===== config.mk =====
export PLATFORM = sky130hd
export DESIGN_NAME = uart_rx_frame
export DESIGN_NICKNAME = d
export VERILOG_FILES = /design/src/rtl/uart_rx_frame.sv
export SDC_FILE = /design/constraint.sdc
export NUM_CORES = 1
export LEC_CHECK = 0
export CORE_MARGIN = 2
export CORE_UTILIZATION = 25
export DETAILED_ROUTE_END_ITERATION = 8
export HOLD_SLACK_MARGIN = 0.06
export PLACE_DENSITY = 0.52
export SYNTH_ARGS = -nofsm -noshare
export SYNTH_HDL_FRONTEND = slang
export SYNTH_SLANG_ARGS = --single-unit

===== constraint.sdc =====
create_clock -name sys_clk -period 10.54 [get_ports sys_clk]
set_clock_uncertainty 0.2 [all_clocks]
set_input_delay 2.635 -clock sys_clk [delete_from_list [all_inputs] [get_ports sys_clk]]
set_output_delay 2.635 -clock sys_clk [all_outputs]
set_load 0.02 [all_outputs]

===== src/rtl/uart_rx_frame.sv =====
// UART receiver (8N1, LSB first) that gathers five bytes into one 40-bit frame.
// Bytes are sampled mid-bit. A completed frame is published on rx_data with a
// one-cycle rx_valid pulse. A bad stop bit, or a partial frame left idle too
// long, discards the partial frame and pulses frame_err.
`timescale 1ns/1ps
module uart_rx_frame #(
   parameter int CLK_FREQ     = 50_000_000,
   parameter int BAUD         = 9600,
   parameter int TIMEOUT_BITS = 20
) (
   input  logic        sys_clk,
   input  logic        rst,
   input  logic        uart_rx,
   output logic [39:0] rx_data,
   output logic        rx_valid,
   output logic        frame_err,
   output logic        busy
);
   localparam int BIT_CNT     = CLK_FREQ / BAUD;
   localparam int TIMEOUT_CYC = TIMEOUT_BITS * BIT_CNT;
   localparam int CNT_W       = $clog2(BIT_CNT + 1);
   localparam int TO_W        = $clog2(TIMEOUT_CYC + 1);

   localparam logic [CNT_W-1:0] HALF_LAST = CNT_W'(BIT_CNT / 2 - 1);
   localparam logic [CNT_W-1:0] BIT_LAST  = CNT_W'(BIT_CNT - 1);
   localparam logic [CNT_W-1:0] CNT_ONE   = CNT_W'(1);
   localparam logic [TO_W-1:0]  TO_LAST   = TO_W'(TIMEOUT_CYC - 1);
   localparam logic [TO_W-1:0]  TO_ONE    = TO_W'(1);

   typedef enum logic [1:0] {IDLE, START, DATA, STOP} state_t;

   logic [1:0]       sync_reg;
   logic             rx_prev_reg;
   logic             rx_s;
   logic             rx_fall;

   state_t           state_reg, state_next;
   logic [CNT_W-1:0] cnt_reg, cnt_next;
   logic [2:0]       bit_idx_reg, bit_idx_next;
   logic [7:0]       shift_reg, shift_next;
   logic [2:0]       byte_idx_reg, byte_idx_next;
   // Only slots 0..3 need storage: slot 4 goes straight into rx_data.
   logic [31:0]      staging_reg, staging_next;
   logic [TO_W-1:0]  to_cnt_reg, to_cnt_next;
   logic [39:0]      rx_data_reg, rx_data_next;
   logic             rx_valid_reg, rx_valid_next;
   logic             frame_err_reg, frame_err_next;

   assign rx_s    = sync_reg[1];
   assign rx_fall = rx_prev_reg & ~rx_s;

   // Two-flop synchroniser plus previous-value flop for falling-edge detection; idle-high preset.
   always_ff @(posedge sys_clk or posedge rst) begin
      if (rst) begin
         sync_reg    <= 2'b11;
         rx_prev_reg <= 1'b1;
      end else begin
         sync_reg    <= {sync_reg[0], uart_rx};
         rx_prev_reg <= rx_s;
      end
   end

   // State and datapath registers.
   always_ff @(posedge sys_clk or posedge rst) begin
      if (rst) begin
         state_reg     <= IDLE;
         cnt_reg       <= '0;
         bit_idx_reg   <= '0;
         shift_reg     <= '0;
         byte_idx_reg  <= '0;
         staging_reg   <= '0;
         to_cnt_reg    <= '0;
         rx_data_reg   <= '0;
         rx_valid_reg  <= 1'b0;
         frame_err_reg <= 1'b0;
      end else begin
         state_reg     <= state_next;
         cnt_reg       <= cnt_next;
         bit_idx_reg   <= bit_idx_next;
         shift_reg     <= shift_next;
         byte_idx_reg  <= byte_idx_next;
         staging_reg   <= staging_next;
         to_cnt_reg    <= to_cnt_next;
         rx_data_reg   <= rx_data_next;
         rx_valid_reg  <= rx_valid_next;
         frame_err_reg <= frame_err_next;
      end
   end

   // Next-state logic: bit timing, byte assembly, frame collection and timeout.
   always_comb begin
      state_next     = state_reg;
      cnt_next       = cnt_reg;
      bit_idx_next   = bit_idx_reg;
      shift_next     = shift_reg;
      byte_idx_next  = byte_idx_reg;
      staging_next   = staging_reg;
      to_cnt_next    = to_cnt_reg;
      rx_data_next   = rx_data_reg;
      rx_valid_next  = 1'b0;
      frame_err_next = 1'b0;

      case (state_reg)
         IDLE: begin
            if (rx_fall) begin
               state_next  = START;
               cnt_next    = '0;
               to_cnt_next = '0;
            end else if (byte_idx_reg != 3'd0) begin
               // A partial frame left idle for too long is dropped.
               if (to_cnt_reg == TO_LAST) begin
                  to_cnt_next    = '0;
                  byte_idx_next  = '0;
                  staging_next   = '0;
                  frame_err_next = 1'b1;
               end else begin
                  to_cnt_next = to_cnt_reg + TO_ONE;
               end
            end
         end
         START: begin
            if (cnt_reg == HALF_LAST) begin
               cnt_next = '0;
               if (!rx_s) begin
                  state_next   = DATA;
                  bit_idx_next = '0;
               end else begin
                  state_next = IDLE;   // short glitch, not a start bit
               end
            end else begin
               cnt_next = cnt_reg + CNT_ONE;
            end
         end
         DATA: begin
            if (cnt_reg == BIT_LAST) begin
               cnt_next     = '0;
               shift_next   = {rx_s, shift_reg[7:1]};
               bit_idx_next = bit_idx_reg + 3'd1;
               if (bit_idx_reg == 3'd7) state_next = STOP;
            end else begin
               cnt_next = cnt_reg + CNT_ONE;
            end
         end
         STOP: begin
            if (cnt_reg == BIT_LAST) begin
               cnt_next   = '0;
               state_next = IDLE;
               if (rx_s) begin
                  if (byte_idx_reg == 3'd4) begin
                     rx_data_next  = {shift_reg, staging_reg};
                     rx_valid_next = 1'b1;
                     byte_idx_next = '0;
                  end else begin
                     staging_next[{byte_idx_reg[1:0], 3'b000} +: 8] = shift_reg;
                     byte_idx_next = byte_idx_reg + 3'd1;
                  end
               end else begin
                  frame_err_next = 1'b1;
                  byte_idx_next  = '0;
                  staging_next   = '0;
               end
            end else begin
               cnt_next = cnt_reg + CNT_ONE;
            end
         end
         default: state_next = IDLE;
      endcase
   end

   assign rx_data   = rx_data_reg;
   assign rx_valid  = rx_valid_reg;
   assign frame_err = frame_err_reg;
   assign busy      = (state_reg != IDLE);

endmodule


Word-level counts from Yosys, hierarchy flattened
Cells that the tools add are included.
- multiply operators: 0
- $lt $le $gt $ge: 0
- reduce and logical (&&, ||, !) cells: 14
- multiplexer cells: 43
- eq/ne operators: 18
- add/sub/neg operators: 5
- shift-type cells: 2
- bitwise logic cells: 2
- divide/modulo/power cells: 0
- operators by type and width (cell ; number):
    $mux W32 ; 6
    $pmux W32 S2 ; 1
    $mux W17 ; 3
    $mux W13 ; 3
    $pmux W13 S3 ; 1
    $bwmux W32 ; 1
    $shift A8 B7 Y32 const A ; 1
    $shiftx A8 B7 Y32 ; 1
    $mux W3 ; 9
    $ne A2 B2 Y1 const B ; 9
    $add A17 B1 Y17 const B ; 1
    $eq A17 B17 Y1 const B ; 1
    $add A13 B1 Y13 const B ; 1
    $eq A13 B12 Y1 const B ; 1
    $eq A13 B13 Y1 const B ; 1
    $mux W2 ; 6
    $pmux W3 S2 ; 2
    $reduce_and A5 Y1 ; 2
    $mux W1 ; 9
    $pmux W2 S4 ; 1
    $reduce_and A4 Y1 ; 2
    $reduce_bool A2 Y1 ; 4
    $neg A5 Y7 ; 1
    $add A3 B1 Y3 const B ; 2
    other kinds (12) ; 15
- logic and storage cells: 96
- bits in read-only memories: 0
- bits in registers: 123
- memories: 0
- latch bits: 0
- memory bits (writable): 0

Depth between registers and ports, before layout
Gate-level depths: netlist (run 1).
- word-level depth: 7
- mapped depth: 8

Worst setup path before layout (run 1)
OpenSTA, ideal clock, no wires.
- path type: register to output
- from: register state_reg[0]
- to: output port busy
- data arrival time: 0.870 ns
- setup slack: 6.835 ns
- cell stages (with the launch flop): 4
- cells stage by stage: dfrtp_1 -> inv_1 -> ha_1 -> inv_1
- cells in the longest elaborated chain, start to end: 1
- ends and longest elaborated chain (element ; RTL line ; text):
    from (decl) ; 37 ; state_t state_reg, state_next;
    from (signal assigned) ; 77 ; state_reg <= state_next;
    $reduce_bool A2 Y1 ; 173 ; assign busy = (state_reg != IDLE);
    to (decl) ; 17 ; output logic busy
No other way between the ends.

Worst setup path in the final report (run 1)
Ends and elaborated chain as after synthesis.

==> run_results.csv, run 1 <==
group,metric,value,unit
job,max_cap_viol_count,0,
cells_and_area,antennaDiodeCount,0,
cts,numClockSinks,123,
power_and_ir_drop,ir_worst_vdd,0.1148,mV
critical_path,slowest_delay,0.61,ns
floorplanning,vertical_die_dimension,155.6,µm
critical_path,setup.worst_path.class,"reg -> out",
power_and_ir_drop,leakagePower,0.003240,µW
yosys,synthesis.area,0.005749,mm²
cells_and_area,area_growth,24.31,%
critical_path,critPathLaunchType,"flop",
floorplanning,die_area,0.02423,mm²
cells_and_area,final_cell_mix,"120 x sky130_fd_sc_hd__dfrtp_1, 56 x sky130_fd_sc_hd__nand2_1, 49 x sky130_fd_sc_hd__mux2_2, 45 x sky130_fd_sc_hd__clkdlybuf4s50_1, 43 x sky130_fd_sc_hd__inv_1",
cts,cts_max_path_buffers,2,
floorplanning,placementRows,55,
critical_path,endpoint_kind,"output port",
cts,post_cts_gate_resize_count,0,
routing,detailedRoute.firstPassIterationCount,4,
yosys,syn-mean-instance-area,11.23,µm²
yosys,synthArstFlopShare,100.0,%
cts,cts_setup_buffers,0,
grt,grt_start_max_net_pins,78,
critical_path,cp_cell_sequence,"inv_1 -> ha_1 -> inv_1 -> clkdlybuf4s50_1",
grt,grt_overflow,0,
critical_path,crit_family,"buffers and inverters",
cts,cts_tree,"yes",
cts,cts-buffers-inserted,17,
yosys,seq_area_frac_synth,53.60,%
placed_design,gpl.final_weighted_congestion,0.7915,
timing,finalHoldViolations,0,
grt,grt_antenna_before_repair,0,
placed_design,placement.io_buffers,45,
timing,slew_headroom,13.97,%
grt,first_global_vias,3986,
critical_path,reg2regPathDepth,6,
timing,final_min_period_over_clock_period,48.43,%
placed_design,place_worst_setup_slack,5.738,ns
yosys,yosysWarnings,0,
hold_path,hold_start,"sync_reg[0]",
cells_and_area,design.final.nets,574,
grt,wire_length_of_the_first_global_routing_pass,20.87,mm
routing,route.detailed.drc,0,
critical_path,path_max_fanout,11,
timing,post-route-worst-setup-slack,5.435,ns
critical_path,path_common_cell,"sky130_fd_sc_hd__inv_1",
cells_and_area,layout_cells_sized_above_1,17.13,%
critical_path,critPathBufInv,3,
hold_path,holdPathStages,0,
placed_design,dp.final_hpwl,8.295,mm
timing,slew_at_the_pin_closest_to_its_max_slew_limit,1.290,ns
yosys,yosys_most_used_dff,"sky130_fd_sc_hd__dfrtp_1",
routing,wl_per_cell,14.35,µm
outcome,run_status,"finished, final reports clean",
hold_path,holdPathEnd,"sync_reg[1]",
critical_path,crit-reg2reg-capture,"cnt_reg[5]",
cts,clock_root_buffer,"sky130_fd_sc_hd__clkbuf_16",
timing,report.final.slew_viol_count,0,
routing,route.vias.total,3936,
yosys,synth_nets,527,
yosys,post_synthesis_cell_type_count,50,
cts,clk_latency,0.41,ns
floorplanning,placeableCoreArea,0.02264,mm²
critical_path,worst-endpoint-arrival,2.27,ns
cts,cts-htree-levels,4,
yosys,ys_seq_elements,123,
timing,rsz_0062_raised_after_global_routing,"no",
routing,first_iter_violations,160,
routing,vias_per_cell,4.593,
cells_and_area,most_common_library_cell_in_the_layout_ignoring_fill_and_taps,"sky130_fd_sc_hd__dfrtp_1",
cells_and_area,multi_input_comb_area,0.002415,mm²
cells_and_area,largest_register_ffs,40,
grt,gr-usage-all-layers,10.92,%
critical_path,worst_path_max_delay_cell,"sky130_fd_sc_hd__clkdlybuf4s50_1",
critical_path,worst_r2r_startpoint,"cnt_reg[0]",
routing,total_detailed_routing_wirelength,12.29,mm
yosys,synth_edf_count,0,
timing,setup_viol_count_final,0,
yosys,synthCells,512,
critical_path,worstPathRequired,7.71,ns
hold_path,holdCritPathClass,"reg -> reg",
cells_and_area,final-seq-area,0.003082,mm²
timing,period_needed,5.105,ns
timing,fmax,195.9,MHz
floorplanning,die_width,155.6,µm
cts,postCtsHoldBufs,0,
floorplanning,ios,46,
floorplanning,initial_core_util,25.39,%
power_and_ir_drop,p_per_area,206.1,mW/mm²
cells_and_area,nFillCells,2244,
cts,cts.clk_slew.worst_paths,0.05,ns
routing,antenna_left,0,
timing,timing.setup.tns,0,ns
critical_path,reg2reg_slack,7.46,ns
routing by layer:
metal	up-vias	global-route usage (%)	part of all wire, %
met4	0	4.150	1.3
met3	14	3.500	4.1
met5	-	0	0
met1	1974	14.19	47
met2	71	17.00	47
li1	1877	-	-
Yosys cell counts, types with 8 or more instances:
master	number	area (µm²)
sky130_fd_sc_hd__clkbuf_1	8	30.03
sky130_fd_sc_hd__inv_1	44	165.2
sky130_fd_sc_hd__a21oi_1	16	80.08
sky130_fd_sc_hd__mux2i_1	34	340.3
sky130_fd_sc_hd__nand4_1	9	56.30
sky130_fd_sc_hd__a31oi_1	8	50.05
sky130_fd_sc_hd__ha_1	12	150.1
sky130_fd_sc_hd__mux2_2	49	551.8
sky130_fd_sc_hd__dfrtp_1	120	3003
sky130_fd_sc_hd__o21ai_0	12	60.06
sky130_fd_sc_hd__nand2_1	56	210.2
sky130_fd_sc_hd__nor2_1	32	120.1
sky130_fd_sc_hd__xor2_1	9	78.83
sky130_fd_sc_hd__nand3_1	21	105.1
cell type report:
cell class | instances | area share, %
Sequential cell | 123 | 43.12
Multi-Input combinational cell | 326 | 33.79
Clock buffer | 22 | 6.635
Timing Repair Buffer | 47 | 6.513
Tap cell | 285 | 4.989
Clock inverter | 10 | 2.609
Inverter | 44 | 2.346
worst register-to-register path, delay by kind of cell, from the launching register on:
kind / cells / cell delay, ns
AOI/OAI and AO/OA: 3 / 1.63
DFF: 1 / 0.42
adders and majority gates: 1 / 0.27
and+or+nand+nor: 2 / 0.49
power by group:
group	internal, µW	switching [µW]
Sequential	488	17.4
Combinational	111	210
Clock	439	208
per-stage QoR:
step | hold WS [ns] | utilization (%) | instance area, µm² | instances | power [µW]
after global placement | 0.1476 | 28.65 | 6486 | 825 | 824.3
after detailed placement | 0.1472 | 28.65 | 6486 | 825 | 835.0
final | 0.1536 | 31.57 | 7147 | 857 | 1473
after CTS | 0.1550 | 31.57 | 7147 | 857 | 1493
after global routing | 0.1588 | 31.57 | 7147 | 857 | 1547
after floorplan | 0.1452 | - | 5749 | 512 | 768.1
logic make-up (layout without fill, tap and decap cells):
family / count (synthesis) / count (layout) / share of synthesized area [%]
adder cells (fa/ha/maj): 12 / 12 / 2.611
XOR/XNOR: 13 / 13 / 1.980
AND/OR/NAND/NOR: 160 / 160 / 14.21
flip-flops: 123 / 123 / 53.60
multiplexers: 85 / 85 / 15.91
buffers and inverters: 63 / 123 / 4.505
AO/OA/AOI/OAI: 56 / 56 / 7.182
worst max path at each step:
stage | startpoint | end | slack, ns | cells after the start
finish | state_reg[0] | busy | 5.44 | 4
global route | state_reg[0] | busy | 5.31 | 4
CTS | state_reg[0] | busy | 5.40 | 4
detailed placement | rst | rx_data[1] | 5.74 | 3
global placement | rst | rx_data[27] | 5.79 | 3
floorplan | rst | async pin | 4.44 | 1
Power figures use the tool's default switching activity.
==> inputs of run 2 (changes only) <==
==> constraint.sdc (replaced) <==
create_clock -name sys_clk -period 5.3 [get_ports sys_clk]
set_clock_uncertainty 0.2 [all_clocks]
set_input_delay 1.325 -clock sys_clk [delete_from_list [all_inputs] [get_ports sys_clk]]
set_output_delay 1.325 -clock sys_clk [all_outputs]
set_load 0.02 [all_outputs]
==> run 2 against run 1 <==
Global-route usage rose by 0.078 points. Sequential share of layout area rose by 0.37 points. Cell count is 0.12% lower. Critical path type unchanged. Routed wire length down 0.18%. Register-to-register slack got worse by 5.3 ns. Sequential power rose by 98%.
==> run_results.csv, run 2 (synthesis results as in run 1) <==
group,metric,value,unit
timing,slew_headroom,36.87,%
floorplanning,placementRows,55,
routing,antenna_left,0,
power_and_ir_drop,ir_worst_vdd,0.1413,mV
job,max_cap_viol_count,0,
grt,wire_length_of_the_first_global_routing_pass,21.10,mm
placed_design,placed_cell_area,0.006506,mm²
timing,rsz_0062_raised_after_global_routing,"no",
cts,cts_setup_buffers,0,
power_and_ir_drop,p_per_area,394.1,mW/mm²
cells_and_area,most_common_library_cell_in_the_layout_ignoring_fill_and_taps,"sky130_fd_sc_hd__dfrtp_1",
critical_path,setup.worst_path.class,"reg -> out",
timing,report.final.slew_viol_count,0,
grt,grt_overflow,0,
cells_and_area,layout.core_utilization,31.30,%
cells_and_area,design.final.nets,575,
routing,detailedRoute.firstPassIterationCount,4,
critical_path,worstPathRequired,3.77,ns
grt,first_global_vias,4111,
critical_path,cp_cell_sequence,"inv_1 -> ha_1 -> inv_1 -> clkdlybuf4s50_1",
placed_design,dp.final_hpwl,8.477,mm
timing,setup_viol_count_final,0,
critical_path,worst-endpoint-arrival,2.25,ns
critical_path,path_max_fanout,11,
cells_and_area,final_cell_mix,"120 x sky130_fd_sc_hd__dfrtp_1, 56 x sky130_fd_sc_hd__nand2_1, 49 x sky130_fd_sc_hd__mux2_2, 45 x sky130_fd_sc_hd__clkdlybuf4s50_1, 43 x sky130_fd_sc_hd__inv_1",
cts,cts-buffers-inserted,17,
power_and_ir_drop,leakagePower,0.003218,µW
cells_and_area,antennaDiodeCount,0,
outcome,run_status,"finished, final reports clean",
critical_path,critPathBufInv,3,
timing,final_min_period_over_clock_period,71.15,%
timing,timing.setup.tns,0,ns
cts,cts_max_path_buffers,2,
grt,grt_start_max_net_pins,65,
cells_and_area,fin_cells,856,
cts,postCtsHoldBufs,0,
cts,clk_latency,0.41,ns
timing,finalHoldViolations,0,
critical_path,critPathLaunchType,"flop",
timing,slew_at_the_pin_closest_to_its_max_slew_limit,0.9438,ns
timing,fmax,265.2,MHz
cts,post_cts_gate_resize_count,0,
floorplanning,die_area,0.02423,mm²
critical_path,slowest_delay,0.61,ns
routing,vias_per_cell,4.505,
placed_design,placed_cells_incl_taps,826,
cts,cts-htree-levels,4,
cells_and_area,layout_cells_sized_above_1,17.16,%
critical_path,endpoint_kind,"output port",
cells_and_area,layout.cell_area.non_filler,0.007087,mm²
grt,gr-usage-all-layers,11.00,%
floorplanning,initial_core_util,25.39,%
placed_design,placement.io_buffers,45,
floorplanning,ios,46,
cts,cts.clk_slew.worst_paths,0.06,ns
routing,total_detailed_routing_wirelength,12.27,mm
cts,cts_tree,"yes",
hold_path,holdCritPathClass,"reg -> reg",
floorplanning,placeableCoreArea,0.02264,mm²
routing,route.detailed.drc,0,
critical_path,crit_family,"buffers and inverters",
critical_path,worst_path_max_delay_cell,"sky130_fd_sc_hd__clkdlybuf4s50_1",
timing,period_needed,3.771,ns
floorplanning,vertical_die_dimension,155.6,µm
critical_path,path_common_cell,"sky130_fd_sc_hd__inv_1",
cells_and_area,area_growth,23.26,%
placed_design,gpl.final_weighted_congestion,0.7683,
cells_and_area,nFillCells,2275,
routing,first_iter_violations,171,
floorplanning,die_width,155.6,µm
grt,grt_antenna_before_repair,0,
cts,numClockSinks,123,
cts,clock_root_buffer,"sky130_fd_sc_hd__clkbuf_16",
routing,wl_per_cell,14.34,µm
routing,route.vias.total,3856,
cells_and_area,largest_register_ffs,40,
==> run 2: final timing paths <==
path                                   end  cells past startpoint  slack [ns]          from
max in group asynchronous  staging_reg[25]                      3        2.87           rst
setup reg to reg               rx_data[37]                      5        2.13    cnt_reg[9]
hold reg to reg                sync_reg[1]                      0        0.16   sync_reg[0]
setup / recovery                      busy                      4        1.53  state_reg[0]
hold / removal                 sync_reg[1]                      0        0.16   sync_reg[0]
min in group asynchronous       cnt_reg[9]                      2        1.23           rst
==> run 2: per-layer routing <==
metal / vias to the layer above / wire length, µm / track usage [%]
li1: 1874 / - / -
met1: 1904 / 5694 / 13.79
met2: 55 / 5964 / 17.89
met3: 23 / 376 / 2.944
met4: 0 / 237 / 4.762
met5: - / 0 / 0
==> run 2: worst reg2reg max path, cell delays in order (launching register included) <==
cell                       delay [ns]
sky130_fd_sc_hd__dfrtp_1         0.44
sky130_fd_sc_hd__nor4bb_2        0.39
sky130_fd_sc_hd__nand3_1         0.33
sky130_fd_sc_hd__nor3_4          0.87
sky130_fd_sc_hd__buf_4           0.43
sky130_fd_sc_hd__mux2_2          0.38
==> run 2: layout make-up <==
cell class | instances | area [µm²] | area share (%)
clock buffers | 18 | 429.2 | 6.056
well taps | 285 | 356.6 | 5.032
multi-input cells | 326 | 2415 | 34.07
inverters | 44 | 167.7 | 2.366
repair buffers | 48 | 485.5 | 6.850
flip-flops and latches | 123 | 3082 | 43.49
clock inverters | 12 | 151.4 | 2.136
==> run 2: through the flow <==
step	hold slack, ns	power (µW)	setup WS, ns
floorplan	0.1452	1528	0.5091
global route	0.1641	2943	1.400
finish	0.1608	2793	1.529
CTS	0.1615	2826	1.498
detailed placement	0.1526	1663	1.971
global placement	0.1488	1648	2.031
==> run 2: report_power, final <==
group          switching [µW]  internal (µW)
registers                34.5            970
clock network             418            731
logic                     411            229
total                     863           1930
==> inputs of run 3 (changes only) <==
--- a/config.mk
+++ b/config.mk
@@ -9,7 +9,7 @@
 export CORE_UTILIZATION = 25
 export DETAILED_ROUTE_END_ITERATION = 8
 export HOLD_SLACK_MARGIN = 0.06
-export PLACE_DENSITY = 0.52
+export PLACE_DENSITY = 0.53
 export SYNTH_ARGS = -nofsm -noshare
 export SYNTH_HDL_FRONTEND = slang
 export SYNTH_SLANG_ARGS = --single-unit
==> constraint.sdc (replaced) <==
create_clock -name sys_clk -period 3.1 [get_ports sys_clk]
set_clock_uncertainty 0.2 [all_clocks]
set_input_delay 0.775 -clock sys_clk [delete_from_list [all_inputs] [get_ports sys_clk]]
set_output_delay 0.775 -clock sys_clk [all_outputs]
set_load 0.02 [all_outputs]
==> run 3 against run 2 <==
Critical path depth is the same. Routed wire length is 0.96% higher. Combinational power up 77%. Die area unchanged. Power up 74%. Sequential share of layout area down 0.40 points. Worst setup slack worse by 1.4 ns. Clock power is 75% higher.
==> run_results.csv, run 3 (synthesis results as in run 1) <==
group,metric,value,unit
outcome,run_status,"finished, final reports clean",
power_and_ir_drop,final_total_pwr,4863,µW
timing,slew_headroom,54.82,%
routing,detailedRoute.firstPassIterationCount,4,
timing,fmax,334.6,MHz
critical_path,path_max_fanout,6,
hold_path,holdCritPathClass,"reg -> reg",
cells_and_area,final_cell_mix,"120 x sky130_fd_sc_hd__dfrtp_1, 56 x sky130_fd_sc_hd__nand2_1, 49 x sky130_fd_sc_hd__mux2_2, 45 x sky130_fd_sc_hd__clkdlybuf4s50_1, 43 x sky130_fd_sc_hd__inv_1",
critical_path,cp_cell_sequence,"inv_1 -> ha_1 -> inv_1 -> clkdlybuf4s50_1",
routing,vias_per_cell,4.505,
critical_path,crit_family,"buffers and inverters",
timing,rsz_0062_raised_after_global_routing,"no",
power_and_ir_drop,ir_worst_vdd,0.3100,mV
cts,cts.clk_slew.worst_paths,0.06,ns
floorplanning,die_area,0.02423,mm²
power_and_ir_drop,leakagePower,0.003241,µW
floorplanning,vertical_die_dimension,155.6,µm
floorplanning,placementRows,55,
floorplanning,placeableCoreArea,0.02264,mm²
grt,gr-usage-all-layers,10.98,%
grt,grt_start_max_net_pins,60,
critical_path,slowest_delay,0.68,ns
timing,slew_at_the_pin_closest_to_its_max_slew_limit,0.6763,ns
cells_and_area,largest_register_ffs,40,
cts,cts_tree,"yes",
timing,setup_viol_count_final,0,
critical_path,critPathBufInv,3,
cts,clock_root_buffer,"sky130_fd_sc_hd__clkbuf_16",
cts,post_cts_gate_resize_count,0,
timing,timing.setup.tns,0,ns
routing,wl_per_cell,14.37,µm
routing,antenna_left,0,
cells_and_area,layout_cells_sized_above_1,18.20,%
routing,route.detailed.drc,0,
job,max_cap_viol_count,0,
routing,route.vias.total,3883,
grt,first_global_vias,4100,
power_and_ir_drop,p_per_area,679.8,mW/mm²
timing,finalHoldViolations,0,
grt,wire_length_of_the_first_global_routing_pass,21.06,mm
grt,grt_antenna_before_repair,0,
placed_design,gpl.final_weighted_congestion,0.8060,
grt,grt_overflow,0,
cts,cts_max_path_buffers,2,
cells_and_area,antennaDiodeCount,0,
placed_design,dp.final_hpwl,8.595,mm
timing,final_min_period_over_clock_period,96.42,%
critical_path,worst-endpoint-arrival,2.01,ns
routing,total_detailed_routing_wirelength,12.39,mm
critical_path,setup.worst_path.class,"reg -> out",
routing,first_iter_violations,185,
timing,report.final.slew_viol_count,0,
cts,cts_setup_buffers,0,
cts,postCtsHoldBufs,0,
critical_path,endpoint_kind,"output port",
floorplanning,initial_core_util,25.39,%
cells_and_area,design.final.nets,579,
critical_path,worstPathRequired,2.12,ns
critical_path,path_common_cell,"sky130_fd_sc_hd__inv_1",
floorplanning,die_width,155.6,µm
cells_and_area,most_common_library_cell_in_the_layout_ignoring_fill_and_taps,"sky130_fd_sc_hd__dfrtp_1",
critical_path,critPathLaunchType,"flop",
floorplanning,ios,46,
critical_path,worst_path_max_delay_cell,"sky130_fd_sc_hd__clkdlybuf4s50_1",
cts,clk_latency,0.42,ns
cts,cts-htree-levels,4,
cts,cts-buffers-inserted,17,
timing,period_needed,2.989,ns
cells_and_area,area_growth,24.42,%
cts,numClockSinks,123,
placed_design,placement.io_buffers,45,
[run 3: cell type report]
cell class                 instances  area (µm²)
fill                            2274       15490
sequential                       123        3082
multi-input combinational        326        2415
timing repair buffer              52       528.0
clock buffer                      17       425.4
tap                              285       356.6
clock inverter                    15       177.7
inverter                          44       168.9
[run 3: through the flow]
stage,area [µm²],hold slack [ns],setup WS [ns],cells,util [%]
2_1_floorplan,5753,0.1452,0.6161,512,-
3_3_place_gp,6550,0.1492,0.5870,830,28.93
3_5_place_dp,6550,0.1544,0.5162,830,28.93
4_1_cts,7153,0.1634,0.07783,862,31.59
5_1_grt,7153,0.1645,0.02178,862,31.59
6_report,7153,0.1603,0.1110,862,31.59
[run 3: final timing paths]
kind	startpoint	end	slack, ns	depth (start not counted)
min in group asynchronous	rst	staging_reg[11]	0.64	3
max reg2reg	cnt_reg[1]	byte_idx_reg[0]	0.48	6
max in group asynchronous	rst	sync_reg[1]	1.62	3
min	sync_reg[0]	sync_reg[1]	0.16	0
max	state_reg[0]	busy	0.11	4
min reg2reg	sync_reg[0]	sync_reg[1]	0.16	0
[run 3: routing by layer]
layer  GRT usage [%]  up-vias  share of wire (%)
met5               0        -                  0
met4           3.014        0               0.53
met3           3.667        7                3.4
met2           18.31       45                 49
met1           13.63     1951                 47
li1                -     1880                  -
[run 3: power breakdown]
group          internal (µW)  leakage, µW  total, µW  switching [µW]
logic                    409      0.00125       1130             725
clock network           1210     0.000287       2010             802
registers               1660      0.00170       1720            57.8
